===== src/rtl/chip8_display_pkg.sv =====
// Shared CHIP-8 display definitions: framebuffer geometry, address packing
// and the 640x480@60 VGA raster timing used by the scan-out path.
package chip8_display_pkg;

  // CHIP-8 screen and framebuffer RAM geometry
  localparam int DISPLAY_W     = 64;
  localparam int DISPLAY_H     = 32;
  localparam int FB_ADDR_W     = 10;
  localparam int FB_ROW_STRIDE = 32;
  localparam int PX_X_W        = $clog2(DISPLAY_W);
  localparam int PX_Y_W        = $clog2(DISPLAY_H);
  // Zero bits between row and byte index: a row holds 8 used bytes in a 32-byte slot
  localparam int ROW_PAD_W     = $clog2(FB_ROW_STRIDE) - 3;

  typedef logic [PX_X_W-1:0] px_x_t;
  typedef logic [PX_Y_W-1:0] px_y_t;

  // VGA 640x480@60 timing
  localparam int H_VISIBLE = 640;
  localparam int H_FRONT   = 16;
  localparam int H_SYNC    = 96;
  localparam int H_BACK    = 48;
  localparam int H_TOTAL   = H_VISIBLE + H_FRONT + H_SYNC + H_BACK;
  localparam int V_VISIBLE = 480;
  localparam int V_FRONT   = 10;
  localparam int V_SYNC    = 2;
  localparam int V_BACK    = 33;
  localparam int V_TOTAL   = V_VISIBLE + V_FRONT + V_SYNC + V_BACK;

  // Pixel scaling and letterbox placement
  localparam int SCALE    = 10;
  localparam int V_OFFSET = 80;

  localparam int H_CNT_W = 10;
  localparam int V_CNT_W = 10;
  localparam int SUB_W   = 4;
  typedef logic [H_CNT_W-1:0] hcnt_t;
  typedef logic [V_CNT_W-1:0] vcnt_t;
  typedef logic [SUB_W-1:0]   sub_t;

  // Counter compare points, sized to the counters they are compared against
  localparam hcnt_t H_ACTIVE_END = hcnt_t'(H_VISIBLE);
  localparam hcnt_t H_SYNC_BEGIN = hcnt_t'(H_VISIBLE + H_FRONT);
  localparam hcnt_t H_SYNC_LAST  = hcnt_t'(H_VISIBLE + H_FRONT + H_SYNC - 1);
  localparam hcnt_t H_LAST       = hcnt_t'(H_TOTAL - 1);
  localparam vcnt_t V_ACTIVE_END = vcnt_t'(V_VISIBLE);
  localparam vcnt_t V_SYNC_BEGIN = vcnt_t'(V_VISIBLE + V_FRONT);
  localparam vcnt_t V_SYNC_LAST  = vcnt_t'(V_VISIBLE + V_FRONT + V_SYNC - 1);
  localparam vcnt_t V_LAST       = vcnt_t'(V_TOTAL - 1);
  localparam vcnt_t V_IMG_BEGIN  = vcnt_t'(V_OFFSET);
  localparam vcnt_t V_IMG_END    = vcnt_t'(V_OFFSET + DISPLAY_H * SCALE);
  localparam sub_t  SUB_LAST     = sub_t'(SCALE - 1);

  typedef logic [2:0] rgb_t;
  localparam rgb_t FG_COLOR = 3'b111;
  localparam rgb_t BG_COLOR = 3'b000;

  // Sync/status bundle carried through the alignment pipe
  typedef struct packed {
    logic hsync;
    logic vsync;
    logic vblank;
    logic frame_start;
  } sync_t;

  localparam sync_t SYNC_IDLE = '{hsync: 1'b1, vsync: 1'b1, vblank: 1'b0, frame_start: 1'b0};

  // Framebuffer byte address for a CHIP-8 row and byte column (shared with the copy engine)
  function automatic logic [FB_ADDR_W-1:0] fb_addr(input px_y_t row, input logic [2:0] byte_idx);
    return {row, {ROW_PAD_W{1'b0}}, byte_idx};
  endfunction

endpackage


===== src/rtl/fb_scanout_if.sv =====
// Framebuffer RAM read port: scan-out drives the address, the RAM returns
// the addressed byte one clock later.
interface fb_scanout_if;
  import chip8_display_pkg::*;

  logic [FB_ADDR_W-1:0] fb_read_address;
  logic [7:0]           fb_ram_out;

  modport master (output fb_read_address, input  fb_ram_out);
  modport slave  (input  fb_read_address, output fb_ram_out);
endinterface


===== src/rtl/vga_timing.sv =====
// 640x480@60 raster generator: free-running h/v counters plus the raw
// (unpipelined) sync, blanking and frame-start flags for the current position.
module vga_timing
  import chip8_display_pkg::*;
(
  input  logic  clk,
  input  logic  reset,
  output vcnt_t v,
  output logic  line_end,
  output logic  frame_end,
  output logic  active,
  output sync_t sync_raw
);

  hcnt_t h_q, h_d;
  vcnt_t v_q, v_d;

  // Next raster position: h wraps every line, v advances on each h wrap
  // NOTE: every always_comb output gets a default first, so no path can infer a latch.
  always_comb begin
    h_d = h_q + hcnt_t'(1);
    v_d = v_q;
    if (h_q == H_LAST) begin
      h_d = '0;
      v_d = (v_q == V_LAST) ? '0 : v_q + vcnt_t'(1);
    end
  end

  // Raster counter registers
  // NOTE: sequential state uses <= so every flop samples pre-edge values.
  always_ff @(posedge clk) begin
    if (reset) begin
      h_q <= '0;
      v_q <= '0;
    end else begin
      h_q <= h_d;
      v_q <= v_d;
    end
  end

  // Raw flags for the current raster position
  always_comb begin
    sync_raw             = SYNC_IDLE;
    sync_raw.hsync       = !((h_q >= H_SYNC_BEGIN) && (h_q <= H_SYNC_LAST));
    sync_raw.vsync       = !((v_q >= V_SYNC_BEGIN) && (v_q <= V_SYNC_LAST));
    sync_raw.vblank      = (v_q >= V_ACTIVE_END);
    sync_raw.frame_start = (v_q == V_ACTIVE_END) && (h_q == '0);
  end

  assign v         = v_q;
  assign line_end  = (h_q == H_LAST);
  assign frame_end = line_end && (v_q == V_LAST);
  assign active    = (h_q < H_ACTIVE_END) && (v_q < V_ACTIVE_END);

endmodule


===== src/rtl/fb_scanout.sv =====
// CHIP-8 framebuffer scan-out: walks the 64x32 image at 10x10 scale inside a
// letterboxed 640x480 raster, fetches one byte per 8 pixels and aligns sync
// and pixel data through a 2-clock pipe.
module fb_scanout
  import chip8_display_pkg::*;
(
  input  logic            clk,
  input  logic            reset,
  fb_scanout_if.master    fb,
  output logic            hsync,
  output logic            vsync,
  output logic [2:0]      rgb,
  output logic            vblank,
  output logic            frame_start
);

  vcnt_t v;
  logic  line_end;
  logic  frame_end;
  logic  active;
  sync_t sync_raw;

  vga_timing u_timing (
    .clk       (clk),
    .reset     (reset),
    .v         (v),
    .line_end  (line_end),
    .frame_end (frame_end),
    .active    (active),
    .sync_raw  (sync_raw)
  );

  // Stage 0: scale counters map raster position to CHIP-8 pixel coordinates
  sub_t  h_sub_q, h_sub_d;
  sub_t  v_sub_q, v_sub_d;
  px_x_t px_x_q,  px_x_d;
  px_y_t px_y_q,  px_y_d;

  // Stage 1: RAM data arrives; hold the bit index and window flag that go with it
  sync_t      sync1_q, sync1_d;
  logic       win1_q,  win1_d;
  logic [2:0] sel1_q,  sel1_d;

  // Stage 2: registered outputs
  sync_t sync2_q, sync2_d;
  rgb_t  rgb_q,   rgb_d;

  logic win0;
  logic pix_bit;

  // Scale counters: x restarts every line; y is held at 0 above the image and on frame wrap
  always_comb begin
    h_sub_d = h_sub_q;
    px_x_d  = px_x_q;
    v_sub_d = v_sub_q;
    px_y_d  = px_y_q;
    if (line_end) begin
      h_sub_d = '0;
      px_x_d  = '0;
      if (frame_end || (v < V_IMG_BEGIN)) begin
        v_sub_d = '0;
        px_y_d  = '0;
      end else if (v_sub_q == SUB_LAST) begin
        v_sub_d = '0;
        px_y_d  = px_y_q + px_y_t'(1);
      end else begin
        v_sub_d = v_sub_q + sub_t'(1);
      end
    end else if (h_sub_q == SUB_LAST) begin
      h_sub_d = '0;
      px_x_d  = px_x_q + px_x_t'(1);
    end else begin
      h_sub_d = h_sub_q + sub_t'(1);
    end
  end

  // Address is a pure function of stage-0 state, so it is 0 whenever the counters are cleared
  assign fb.fb_read_address = fb_addr(px_y_q, px_x_q[5:3]);

  assign win0    = active && (v >= V_IMG_BEGIN) && (v < V_IMG_END);
  assign pix_bit = fb.fb_ram_out[3'd7 - sel1_q];

  // Alignment pipe: sync flags travel two stages to meet the pixel colour
  always_comb begin
    sync1_d = sync_raw;
    win1_d  = win0;
    sel1_d  = px_x_q[2:0];
    sync2_d = sync1_q;
    rgb_d   = '0;
    if (win1_q) begin
      rgb_d = pix_bit ? FG_COLOR : BG_COLOR;
    end
  end

  // Scale counters and pipeline registers; reset idles sync and blanks the pixel
  always_ff @(posedge clk) begin
    if (reset) begin
      h_sub_q <= '0;
      px_x_q  <= '0;
      v_sub_q <= '0;
      px_y_q  <= '0;
      sync1_q <= SYNC_IDLE;
      win1_q  <= 1'b0;
      sel1_q  <= '0;
      sync2_q <= SYNC_IDLE;
      rgb_q   <= '0;
    end else begin
      h_sub_q <= h_sub_d;
      px_x_q  <= px_x_d;
      v_sub_q <= v_sub_d;
      px_y_q  <= px_y_d;
      sync1_q <= sync1_d;
      win1_q  <= win1_d;
      sel1_q  <= sel1_d;
      sync2_q <= sync2_d;
      rgb_q   <= rgb_d;
    end
  end

  assign hsync       = sync2_q.hsync;
  assign vsync       = sync2_q.vsync;
  assign vblank      = sync2_q.vblank;
  assign frame_start = sync2_q.frame_start;
  assign rgb         = rgb_q;

endmodule


===== src/flat_wrapper.sv =====
// flat-port wrapper written by rule: the top's interface ports become plain ports
module fb_scanout_flat import chip8_display_pkg::*;
  (clk, reset, hsync, vsync, rgb, vblank, frame_start, fb_fb_read_address, fb_fb_ram_out);
  fb_scanout_if fb_i ();
  input  logic clk;
  input  logic reset;
  output logic hsync;
  output logic vsync;
  output logic [2:0] rgb;
  output logic vblank;
  output logic frame_start;
  output wire logic [$bits(fb_i.fb_read_address)-1:0] fb_fb_read_address;
  input wire logic [$bits(fb_i.fb_ram_out)-1:0] fb_fb_ram_out;
  assign fb_fb_read_address = fb_i.fb_read_address;
  assign fb_i.fb_ram_out = fb_fb_ram_out;
  fb_scanout u_core (.clk(clk), .reset(reset), .fb(fb_i), .hsync(hsync), .vsync(vsync), .rgb(rgb), .vblank(vblank), .frame_start(frame_start));
endmodule

===== config.mk =====
export PLATFORM = sky130hd
export DESIGN_NAME = fb_scanout_flat
export DESIGN_NICKNAME = d
export VERILOG_FILES = /design/src/rtl/chip8_display_pkg.sv /design/src/rtl/fb_scanout_if.sv /design/src/rtl/vga_timing.sv /design/src/rtl/fb_scanout.sv /design/src/flat_wrapper.sv
export SDC_FILE = /design/constraint.sdc
export NUM_CORES = 1
export LEC_CHECK = 0
export ABC_CLOCK_PERIOD_IN_PS = 2250
export CAP_MARGIN = 20
export CORE_AREA = 2 2 76 78
export DETAILED_ROUTE_END_ITERATION = 7
export DIE_AREA = 0 0 78 80
export PLACE_DENSITY = 0.69
export SLEW_MARGIN = 20
export SYNTH_ARGS = -nofsm -noshare
export SYNTH_HDL_FRONTEND = slang
export SYNTH_SLANG_ARGS = --single-unit

===== constraint.sdc =====
create_clock -name clk -period 2.25 [get_ports clk]
set_input_delay 0.3375 -clock clk [delete_from_list [all_inputs] [get_ports clk]]
set_output_delay 0.3375 -clock clk [all_outputs]
set_load 0.1 [all_outputs]

Yosys cells after proc, flatten, opt, wreduce, memory -nomap -nowiden
Index checks and enable logic that the tools add are counted.
Cells by class
  add/sub/neg operators: 7
  order comparisons: 11
  equal/unequal tests: 5
  muxes and demuxes: 8
  bitwise logic cells: 1
  reductions and logical operators: 16
Operator list (count)
  adder 10 x 1 -> 10 bit, second input constant: 2
  == test 10 bit, second input constant: 2
  >= comparator 10 x 9 -> 1 bit, second input constant: 2
  less-than comparator 10 x 9 -> 1 bit, second input constant: 2
  == test 10 x 9 -> 1 bit, second input constant: 1
  >= comparator 10 bit, second input constant: 1
  >= comparator 10 x 7 -> 1 bit, second input constant: 1
  <= comparator 10 bit, second input constant: 1
  <= comparator 10 x 9 -> 1 bit, second input constant: 1
  logical NOT 10 bit: 1
  less-than comparator 10 bit, second input constant: 1
  less-than comparator 10 x 7 -> 1 bit, second input constant: 1
  two-way mux 10 bit: 1
  two-way mux 5 bit: 2
  adder 4 x 1 -> 4 bit, second input constant: 2
  == test 4 bit, second input constant: 2
  two-way mux 4 bit: 2
  logical AND 1 bit: 7
  adder 6 x 1 -> 6 bit, second input constant: 1
  adder 5 x 1 -> 5 bit, second input constant: 1
  less-than comparator 3 x 4 -> 1 bit, second input constant: 1
  OR reduction 2 bit: 2
  binary-select mux 1 bit (select 3 bit): 1
  two-way mux 3 bit: 1
  other kinds (8): 9
Storage, ports and cells
  register bits after elaboration: 54
  input port bits: 10
  output and inout port bits: 17
  word-level logic and storage cells: 65

Longest topological paths before layout
Gate-level depths: netlist of the first run.
  word-level depth: 5
  mapped depth: 7
  depth with buffers taken out: 7

Cells and area by module
Synthesis of the first run repeated with hierarchy kept, for this count alone.
Second synthesis, totals
  cell total of the unflattened synthesis: 273
  area total of the unflattened synthesis: 2472.4 um2
Modules (own cells, without submodules)
  fb_scanout: times used 1, cells an instance 145, area each 1415.1 um2, sequential area each 640.6 um2
  vga_timing: times used 1, cells an instance 128, area each 1057.3 um2, sequential area each 400.4 um2

Worst setup path after synthesis of the first run
Ideal clock, no wire load.
  path type: register to register
  start: reg u_core.u_timing.v_q[0] (netlist: u_core.u_timing.v[0])
  end: reg u_core.px_y_q[2]
  setup time: 0.162 ns
  data arrival time: 1.785 ns
  required time: 2.088 ns
  setup slack: 0.303 ns
  cell stages (with the launch flop): 8
  path buffers: 0
  clock period less this slack: 1.947 ns
  cell sequence: dfxtp_1 > inv_1 > ha_1 > or4b_1 > o41a_1 > or2_4 > nand3_1 > o31ai_1
Between the ends
  cells in the longest elaborated chain, start to end: 5
  elaborated cells on any way between the ends: 7
  classes of those cells: 1 x order compare; 1 x eq/ne; 1 x mux; 4 x reduce/logical
RTL lines
  from (decl): line vga_timing.sv:16  | vcnt_t v_q, v_d;
  from (signal assigned): line vga_timing.sv:37  | v_q <= v_d;
  branches (longest 2 deep; another with less-than comparator 10 x 7 -> 1 bit)
  logical OR 1 bit (*): line fb_scanout.sv:60  | if (frame_end || (v < V_IMG_BEGIN)) begin
  nonzero test 2 bit (no source line)
  AND reduction 2 bit (no source line)
  to (signal assigned): line fb_scanout.sv:111  | px_y_q <= px_y_d;
  to (decl): line fb_scanout.sv:37  | px_y_t px_y_q, px_y_d;
Every way passes the cells marked *.
A chain may end at the register's enable or synchronous reset.

Final worst setup path of the first run
Ends and elaborated chain as after synthesis.

==> summary.log, run 1 <==
[global_routing] first-pass GRT wire length 7.89 mm
[routing] post-detailed-route via-to-cell ratio 5.10
[status] result of the run complete, no violations
[routing] remaining antenna violation count after routing 0
[sta] final worst-path cycle share 0.932
[yosys] area leader, netlist sky130_fd_sc_hd__dfxtp_1
[worst_setup_path] endpoint class of the critical path register
[sta] Hold Worst Slack 415 ps
[worst_setup_path] data arrival time of the critical path 2300 ps
[cts] CTS tree built
[sta] maximum achievable frequency 0.477 GHz
[routing] count of unresolved DRC violations after routing 0
[routing] vias 1,860
[sta] worst clock skew on the final layout 5.53 ps
[floorplanning] num rows 27
[worst_setup_path] category of the most critical setup path reg -> reg
[cts] Clock Pin Slew Worst Setup and Hold Paths 90 ps
[pwr] leakage power 1.02 nW
[pwr] power density normalized to cell area 569 mW/mm2
[routing] drt total wl 4.48 mm
[cts] number of levels the H-tree was split into 2
[cts] number of buffers created by CTS 5
[yosys] distinct cell type count of the synthesized netlist 44
[routing] Initial DRC Count 60
[floorplanning] starting utilization of the core area 0.436
[cts] Max clock buf depth 2
[cells_and_area] proportion of layout cells with a drive suffix above 1 0.137
[cells_and_area] Post-layout nets 313
[cts] number of clock sinks 52
[floorplanning] area inside the core boundary 0.00541 mm2
[yosys] Avg Cell Area, Syn 8.92 um2
[pwr] VDD IR max 254 uV
[cts] Hold-fix buffers, CTS 0
[global_routing] antenna violations before repair 0
[floorplanning] die outline area 0.00624 mm2
[global_routing] gr ovfl total 0
[routing] iteration count of the initial detailed-routing pass 4
[cells_and_area] Area growth, synth to finish 16.0%
[cts] CTS root buf sky130_fd_sc_hd__clkbuf_8
[floorplanning] Top-Level Pins 27
[yosys] number of enable flip-flop cells after synthesis 0
[yosys] biggest area contributors in the synthesized netlist sky130_fd_sc_hd__dfxtp_1 44%, sky130_fd_sc_hd__nor2_1 6.2%, sky130_fd_sc_hd__ha_1 5.8%
[yosys] number of instances in the synthesized netlist 264
[worst_setup_path] WP data required 2450 ps
[sta] clock period minus worst slack 2100 ps
[cts] number of buffers inserted by post-CTS setup repair 0
[yosys] Yosys warnings 0
[cells_and_area] post-route cell area 0.00273 mm2
[run] max-capacitance violation count 0
[floorplanning] floorplan die width 78 um
[sta] total count of hold-check failures in the final report 0
[global_routing] total global-route track usage 0.158
[global_routing] largest net degree at the start of global routing 17
[cts] CTS-repair resized insts 0
[global_routing] vias in the first global route 1,749
[routing] routed length per placed instance 12.3 um
[yosys] Main synth FF type sky130_fd_sc_hd__dfxtp_1
[cells_and_area] most frequent standard cell in the layout excluding fill and tap cells sky130_fd_sc_hd__dfxtp_1
[placement] DP Area 0.00264 mm2
[sta] RSZ-0062 raised after global routing false
[placement] GPL Wtd Cong 0.830
[worst_hold_path] type of the tightest min-delay check reg -> reg
[floorplanning] overall die height 80 um
[sta] total count of max-transition violations in the final report 0
[yosys] post-synthesis sequential area ratio 0.442
[placement] Final HPWL DP 3.29 mm
[worst_setup_path] worst-path fanout max 6
[sta] setup total negative slack 0 ps
[cells_and_area] antenna cells 0
[worst_setup_path] type of element launching the critical path register
[yosys] register bit count reported by yosys 52
[yosys] area fraction of the dominant cell type after synthesis 0.442
[sta] number of setup violations in the final report 0
[yosys] Async S/R FF share, synth 0
[cts] worst-skew pair later-pin latency 310 ps
[placement] number of port buffers 24
[cells_and_area] core occupancy in the finished layout 0.506
[yosys] summed instance area of the synthesized netlist 0.00235 mm2
[cells_and_area] commonest non-fill, non-tap cells in the layout 52 x sky130_fd_sc_hd__dfxtp_1, 39 x sky130_fd_sc_hd__nor2_1, 24 x sky130_fd_sc_hd__buf_4, 22 x sky130_fd_sc_hd__nand2_1, 18 x sky130_fd_sc_hd__nand3_1
==> worst max-delay path, cell delays in order, from the launching register on <==
cell and delay (ps):
sky130_fd_sc_hd__dfxtp_1 380, sky130_fd_sc_hd__inv_1 100, sky130_fd_sc_hd__ha_1 140, sky130_fd_sc_hd__or4b_1 460, sky130_fd_sc_hd__o41a_1 380, sky130_fd_sc_hd__o21ai_1 270, sky130_fd_sc_hd__o2bb2a_1 200, sky130_fd_sc_hd__o31ai_1 60
==> sequential cells by signal (all words and copies together), names as in the netlist, 3 cells and up <==
name and count:
u_core.px_y_q 5, u_core.sync1_q 4, u_core.h_sub_q 4, u_core.px_x_q 6, u_core.u_timing.v 10, u_core.u_timing.h_q 10, u_core.v_sub_q 4, u_core.sel1_q 3
==> per-layer routing <==
| metal | global-route usage | vias to the layer above | share of wire |
|---|---|---|---|
| met4 | 0.0474 | 0 | 0.017 |
| met2 | 0.264 | 38 | 0.47 |
| met1 | 0.201 | 856 | 0.47 |
| met3 | 0.0430 | 7 | 0.047 |
| met5 | 0 | - | 0 |
| li1 | - | 959 | - |
==> kinds of logic after synthesis <==
| kind of cell | count (synthesis) | synth area share |
|---|---|---|
| AOI/OAI and AO/OA | 29 | 0.0770 |
| muxes | 3 | 0.0239 |
| and+or+nand+nor | 123 | 0.265 |
| xor gates and xnor gates | 23 | 0.0855 |
| other | 1 | 0.00159 |
| DFF | 52 | 0.442 |
| adders and majority gates | 11 | 0.0584 |
| buffers and inverters | 22 | 0.0462 |
==> cell type report <==
| cell class | instances | area [um2] |
|---|---|---|
| Tap cell | 72 | 90.1 |
| Clock inverter | 2 | 16.3 |
| Inverter | 9 | 33.8 |
| Multi-Input combinational cell | 191 | 1210 |
| Sequential cell | 52 | 1040 |
| Timing Repair Buffer | 33 | 270 |
| Clock buffer | 6 | 72.6 |
| Fill cell | 506 | 2670 |
==> stage by stage <==
step / setup slack [ps] / total power [mW] / instances
6_report: 153 / 1.55 / 365
5_1_grt: 19.7 / 1.61 / 365
4_1_cts: 149 / 1.56 / 365
3_5_place_dp: 171 / 1.04 / 357
3_3_place_gp: 249 / 1.04 / 357
2_1_floorplan: 303 / 1.01 / 265
==> Yosys cell counts (all sizes together), types with 2 or more instances <==
| library cell | n |
|---|---|
| xnor2 | 12 |
| nand3b | 4 |
| nand2 | 22 |
| or2 | 3 |
| buf | 7 |
| nor3 | 2 |
| nor2 | 39 |
| dfxtp | 52 |
| inv | 8 |
| and3 | 5 |
| ha | 11 |
| and3b | 2 |
| or4 | 4 |
| mux4 | 2 |
| or3 | 4 |
| xor2 | 11 |
| nand4 | 6 |
| nor2b | 6 |
| nor4 | 4 |
| a31oi | 2 |
| o21ai | 11 |
| a21oi | 8 |
| nand3 | 18 |
| clkbuf | 6 |
==> worst paths after layout <==
check | startpoint | end | slack [ps] | depth (start not counted)
worst max register to register | u_core.u_timing.v[0] | u_core.px_y_q[2] | 150 | 7
worst min register to register | u_core.sync1_q[3] | u_core.hsync | 420 | 1
worst max-delay path | u_core.u_timing.v[0] | u_core.px_y_q[2] | 150 | 7
worst min-delay path | u_core.sync1_q[3] | u_core.hsync | 420 | 1
==> report_power, final <==
part / internal [mW] / leakage [nW] / switching (mW)
Sequential: 0.929 / 0.420 / 0.00924
Combinational: 0.0374 / 0.560 / 0.0475
Clock: 0.222 / 0.0414 / 0.310
Total: 1.19 / 1.02 / 0.366
(Power assumes the default switching activity.)
==> run 2: changes to the inputs <==
ABC_CLOCK_PERIOD_IN_PS = unset   (was 2250)
CORE_AREA = 2 2 73 75   (was 2 2 76 78)
DIE_AREA = 0 0 75 77   (was 0 0 78 80)
PLACE_DENSITY = 0.73   (was 0.69)
SLEW_MARGIN = 30   (was 20)
==> summary.log, run 2 (synthesis results as in run 1) <==
[routing] Initial DRC Count 73 [+22%]
[run] max-capacitance violation count 0 [unchanged]
[pwr] leakage power 1.01 nW [-0.97%]
[floorplanning] area inside the core boundary 0.00498 mm2 [-7.9%]
[routing] count of unresolved DRC violations after routing 0 [unchanged]
[cts] CTS-repair resized insts 0 [unchanged]
[pwr] VDD IR max 244 uV [-4.2%]
[sta] number of setup violations in the final report 0 [unchanged]
[floorplanning] Top-Level Pins 27 [unchanged]
[placement] GPL Wtd Cong 0.792 [-4.6%]
[global_routing] largest net degree at the start of global routing 17 [unchanged]
[worst_setup_path] endpoint class of the critical path register
[floorplanning] floorplan die width 75 um [-3.8%]
[cts] Clock Pin Slew Worst Setup and Hold Paths 90 ps [about the same]
[worst_setup_path] Reg-to-Reg Start u_core.u_timing.v[1]
[global_routing] first-pass GRT wire length 7.57 mm [-4.1%]
[global_routing] vias in the first global route 1,736 [-0.74%]
[worst_hold_path] launch point of the worst hold path u_core.sync1_q[3]
[sta] clock period minus worst slack 2120 ps [+27.1 ps]
[cts] number of buffers inserted by post-CTS setup repair 0 [unchanged]
[cells_and_area] most frequent standard cell in the layout excluding fill and tap cells sky130_fd_sc_hd__dfxtp_1
[sta] total count of max-transition violations in the final report 0 [unchanged]
[worst_setup_path] data arrival time of the critical path 2320 ps [+20 ps]
[global_routing] gr ovfl total 0 [unchanged]
[cells_and_area] Area growth, synth to finish 15.0%
[cells_and_area] post-route cell area 0.00271 mm2 [-0.87%]
[cells_and_area] antenna cells 0 [unchanged]
[routing] remaining antenna violation count after routing 0 [unchanged]
[cts] number of buffers created by CTS 5 [unchanged]
[cells_and_area] filler instances 479 [-5.3%]
[status] result of the run complete, no violations
[placement] DP Area 0.00262 mm2 [-0.95%]
[global_routing] antenna violations before repair 0 [unchanged]
[cts] number of levels the H-tree was split into 2 [unchanged]
[floorplanning] starting utilization of the core area 0.473 [+0.0375]
[floorplanning] die outline area 0.00578 mm2 [-7.5%]
[placement] number of port buffers 24 [unchanged]
[cells_and_area] proportion of layout cells with a drive suffix above 1 0.124 [-0.0124]
[worst_setup_path] category of the most critical setup path reg -> reg
[worst_setup_path] WP data required 2450 ps [about the same]
[cells_and_area] Post-Layout Cell Count 360 [-1.4%]
[sta] setup total negative slack 0 ps [unchanged]
[worst_setup_path] type of element launching the critical path register
[placement] Final HPWL DP 3.17 mm [-3.8%]
[routing] iteration count of the initial detailed-routing pass 4 [unchanged]
[cells_and_area] commonest non-fill, non-tap cells in the layout 52 x sky130_fd_sc_hd__dfxtp_1, 39 x sky130_fd_sc_hd__nor2_1, 22 x sky130_fd_sc_hd__nand2_1, 21 x sky130_fd_sc_hd__buf_4, 18 x sky130_fd_sc_hd__nand3_1
[floorplanning] num rows 26 [-3.7%]
[floorplanning] overall die height 77 um [-3.8%]
[worst_hold_path] type of the tightest min-delay check reg -> reg
[routing] vias 1,862 [+0.11%]
[cts] Hold-fix buffers, CTS 0 [unchanged]
[cts] CTS root buf sky130_fd_sc_hd__clkbuf_8
[routing] post-detailed-route via-to-cell ratio 5.17 [+1.5%]
[cts] worst-skew pair later-pin latency 310 ps [about the same]
[sta] total count of hold-check failures in the final report 0 [unchanged]
[routing] routed length per placed instance 12.4 um [+1.3%]
[worst_setup_path] Setup crit start u_core.u_timing.v[1]
[sta] maximum achievable frequency 0.471 GHz [-1.3%]
[global_routing] total global-route track usage 0.167 [+0.00849]
[pwr] power density normalized to cell area 577 mW/mm2 [+1.4%]
[placement] placed cells 352 [-1.4%]
[cts] number of clock sinks 52 [unchanged]
[worst_setup_path] worst-path fanout max 8 [+2]
[cells_and_area] Post-layout nets 310 [-0.96%]
[routing] drt total wl 4.47 mm [about the same]
[sta] worst clock skew on the final layout 6.94 ps [+1.41 ps]
[cts] CTS tree built
[cts] Max clock buf depth 2 [unchanged]
[sta] final worst-path cycle share 0.944 [+0.0120]
[sta] RSZ-0062 raised after global routing false
## run 2: cell types whose count changed in the layout (fill, tap and decap cells not counted)
cell / previous run / this run
sky130_fd_sc_hd__buf_4: 24 / 21
sky130_fd_sc_hd__clkbuf_1: 1 / 2
sky130_fd_sc_hd__clkbuf_8: 5 / 6
sky130_fd_sc_hd__clkinv_4: 1 / 0
sky130_fd_sc_hd__clkinvlp_4: 1 / 0
## run 2: worst max-delay path: stages, from the launching register on
cell and delay [ps]:
sky130_fd_sc_hd__dfxtp_1 390, sky130_fd_sc_hd__inv_1 110, sky130_fd_sc_hd__ha_1 140, sky130_fd_sc_hd__or4b_1 450
sky130_fd_sc_hd__o41a_1 390, sky130_fd_sc_hd__o21ai_1 280, sky130_fd_sc_hd__o2bb2a_1 200, sky130_fd_sc_hd__o31ai_1 60
## run 2: layer usage
metal / GRT usage / vias to the layer above / part of all wire
met4: 0.0536 / 0 / 0.015
met5: 0 / - / 0
met3: 0.0434 / 8 / 0.043
li1: - / 959 / -
met2: 0.271 / 39 / 0.47
met1: 0.212 / 856 / 0.47
## run 2: path summary, 6_finish.rpt
| kind | end | slack, ps | cells past startpoint |
|---|---|---|---|
| worst max-delay path | u_core.px_y_q[2] | 130 | 7 |
| worst min-delay path | u_core.hsync | 420 | 1 |
| worst max register to register | u_core.px_y_q[2] | 130 | 7 |
| worst min register to register | u_core.hsync | 420 | 1 |
## run 2: final cells by class
type	count	area, um2	area share
clock buffer	8	90.1	0.0333
timing repair buffer	30	248	0.0915
sequential	52	1040	0.384
inverter	9	33.8	0.0125
multi-input combinational	191	1210	0.446
tap	70	87.6	0.0323
## run 2: where the power goes
part,internal [mW],total (mW),switching [mW]
clock network,0.251,0.544,0.292
registers,0.929,0.938,0.00963
logic,0.0341,0.0802,0.0460
## run 2: stage by stage
stage	hold WS, ps	utilization	setup WS [ps]	total power, mW
floorplan	389	-	303	1.01
global placement	394	0.526	250	1.04
detailed placement	402	0.526	203	1.04
CTS	424	0.544	150	1.58
global route	443	0.544	9.31	1.63
finish	422	0.544	126	1.56
==> run 3: changes to the inputs <==
MAX_ROUTING_LAYER = met4   (was unset)
==> summary.log, run 3 (synthesis results as in run 1) <==
[cts] number of clock sinks 52 [unchanged]
[cts] Max clock buf depth 2 [unchanged]
[cts] number of buffers inserted by post-CTS setup repair 0 [unchanged]
[floorplanning] overall die height 77 um [unchanged]
[cells_and_area] most frequent standard cell in the layout excluding fill and tap cells sky130_fd_sc_hd__dfxtp_1
[routing] vias 1,859 [-0.16%]
[routing] iteration count of the initial detailed-routing pass 4 [unchanged]
[worst_setup_path] buffers plus inverters on the worst setup path 1 [unchanged]
[placement] number of port buffers 24 [unchanged]
[cells_and_area] antenna cells 0 [unchanged]
[sta] total count of hold-check failures in the final report 0 [unchanged]
[floorplanning] starting utilization of the core area 0.473 [unchanged]
[floorplanning] die outline area 0.00578 mm2 [unchanged]
[global_routing] first-pass GRT wire length 7.58 mm [+0.18%]
[worst_setup_path] endpoint class of the critical path register
[sta] setup total negative slack 0 ps [unchanged]
[placement] pre-CTS setup slack 203 ps [unchanged]
[routing] Initial DRC Count 76 [+4.1%]
[worst_setup_path] Critical Path Slowest Stage Cell sky130_fd_sc_hd__or4b_1
[pwr] power density normalized to cell area 576 mW/mm2 [about the same]
[sta] clock period minus worst slack 2120 ps [+0.128 ps]
[placement] GPL Wtd Cong 0.803 [+1.4%]
[global_routing] vias in the first global route 1,736 [unchanged]
[sta] final worst-path cycle share 0.944 [about the same]
[routing] count of unresolved DRC violations after routing 0 [unchanged]
[cts] Clock Pin Slew Worst Setup and Hold Paths 90 ps [about the same]
[worst_setup_path] category of the most critical setup path reg -> reg
[floorplanning] Top-Level Pins 27 [unchanged]
[worst_setup_path] crit-path cells inv_1 -> ha_1 -> or4b_1 -> o41a_1 -> o21ai_1 -> o2bb2a_1 -> o31ai_1
[sta] maximum achievable frequency 0.471 GHz [about the same]
[cts] worst-skew pair later-pin latency 310 ps [about the same]
[cts] number of levels the H-tree was split into 2 [unchanged]
[status] result of the run complete, no violations
[worst_setup_path] kind of cell with the highest combined delay on the critical path compound AO/OA/AOI/OAI gates
[floorplanning] num rows 26 [unchanged]
[sta] total count of max-transition violations in the final report 0 [unchanged]
[sta] fin worst setup slack 126 ps [-0.128 ps]
[sta] worst clock skew on the final layout 7.87 ps [+0.930 ps]
[cts] CTS tree built
[cts] Hold-fix buffers, CTS 0 [unchanged]
[sta] number of setup violations in the final report 0 [unchanged]
[worst_hold_path] type of the tightest min-delay check reg -> reg
[cells_and_area] proportion of layout cells with a drive suffix above 1 0.124 [unchanged]
[global_routing] total global-route track usage 0.171 [+0.00448]
[routing] post-detailed-route via-to-cell ratio 5.16 [-0.16%]
[routing] drt total wl 4.47 mm [about the same]
[cts] CTS-repair resized insts 0 [unchanged]
[cells_and_area] commonest non-fill, non-tap cells in the layout 52 x sky130_fd_sc_hd__dfxtp_1, 39 x sky130_fd_sc_hd__nor2_1, 22 x sky130_fd_sc_hd__nand2_1, 21 x sky130_fd_sc_hd__buf_4, 18 x sky130_fd_sc_hd__nand3_1
[sta] RSZ-0062 raised after global routing false
[routing] routed length per placed instance 12.4 um [about the same]
[cells_and_area] Post-layout nets 310 [unchanged]
[routing] remaining antenna violation count after routing 0 [unchanged]
[run] max-capacitance violation count 0 [unchanged]
[pwr] leakage power 1.01 nW [unchanged]
[worst_setup_path] Reg2Reg Setup Slack 130 ps [about the same]
[cts] CTS root buf sky130_fd_sc_hd__clkbuf_8
[floorplanning] area inside the core boundary 0.00498 mm2 [unchanged]
[global_routing] gr ovfl total 0 [unchanged]
[pwr] VDD IR max 244 uV [about the same]
[cts] number of buffers created by CTS 5 [unchanged]
[worst_setup_path] data arrival time of the critical path 2320 ps [about the same]
[worst_setup_path] WP data required 2450 ps [about the same]
[global_routing] largest net degree at the start of global routing 17 [unchanged]
[worst_setup_path] max incr delay on CP 450 ps [about the same]
[cells_and_area] Area growth, synth to finish 15.0% [unchanged]
[worst_setup_path] type of element launching the critical path register
[global_routing] antenna violations before repair 0 [unchanged]
[floorplanning] floorplan die width 75 um [unchanged]
[placement] Final HPWL DP 3.17 mm [unchanged]
[worst_setup_path] worst-path fanout max 8 [unchanged]
[run 3: cell counts in the layout (fill, tap and decap cells not counted)]
No cell type changed its count.
[run 3: worst register-to-register path, stage by stage, from the launching register on]
cell and delay, ps:
sky130_fd_sc_hd__dfxtp_1 390, sky130_fd_sc_hd__inv_1 110, sky130_fd_sc_hd__ha_1 140, sky130_fd_sc_hd__or4b_1 450, sky130_fd_sc_hd__o41a_1 390, sky130_fd_sc_hd__o21ai_1 280, sky130_fd_sc_hd__o2bb2a_1 200, sky130_fd_sc_hd__o31ai_1 60
[run 3: final cells by class]
type	count	area [um2]
Timing Repair Buffer	30	248
Clock buffer	8	90.1
Multi-Input combinational cell	191	1210
Sequential cell	52	1040
Tap cell	70	87.6
Inverter	9	33.8
Fill cell	479	2270
[run 3: metal layers]
| metal | up-vias | part of all wire | global-route usage |
|---|---|---|---|
| li1 | 958 | - | - |
| met1 | 856 | 0.48 | 0.211 |
| met2 | 37 | 0.46 | 0.272 |
| met3 | 8 | 0.043 | 0.0434 |
| met4 | 0 | 0.015 | 0.0536 |
| met5 | - | 0 | - |
[run 3: stage by stage]
stage	hold WS, ps	power (mW)	instance area [um2]	utilization	instances
2_1_floorplan	389	1.01	2360	-	265
3_3_place_gp	394	1.04	2620	0.526	352
4_1_cts	424	1.58	2710	0.544	360
3_5_place_dp	402	1.04	2620	0.526	352
5_1_grt	443	1.63	2710	0.544	360
6_report	420	1.56	2710	0.544	360
[run 3: worst paths after layout]
path	start	end	depth (start not counted)
hold reg to reg	u_core.sync1_q[3]	u_core.hsync	1
hold / removal	u_core.sync1_q[3]	u_core.hsync	1
setup reg to reg	u_core.u_timing.v[1]	u_core.px_y_q[2]	7
setup / recovery	u_core.u_timing.v[1]	u_core.px_y_q[2]	7
[run 3: report_power, final]
group          leakage (nW)  switching [mW]  total, mW  internal (mW)
Combinational         0.546          0.0460     0.0801         0.0341
Clock                0.0455           0.291      0.543          0.251
Sequential            0.420         0.00961      0.938          0.929
Total                  1.01           0.347       1.56           1.21
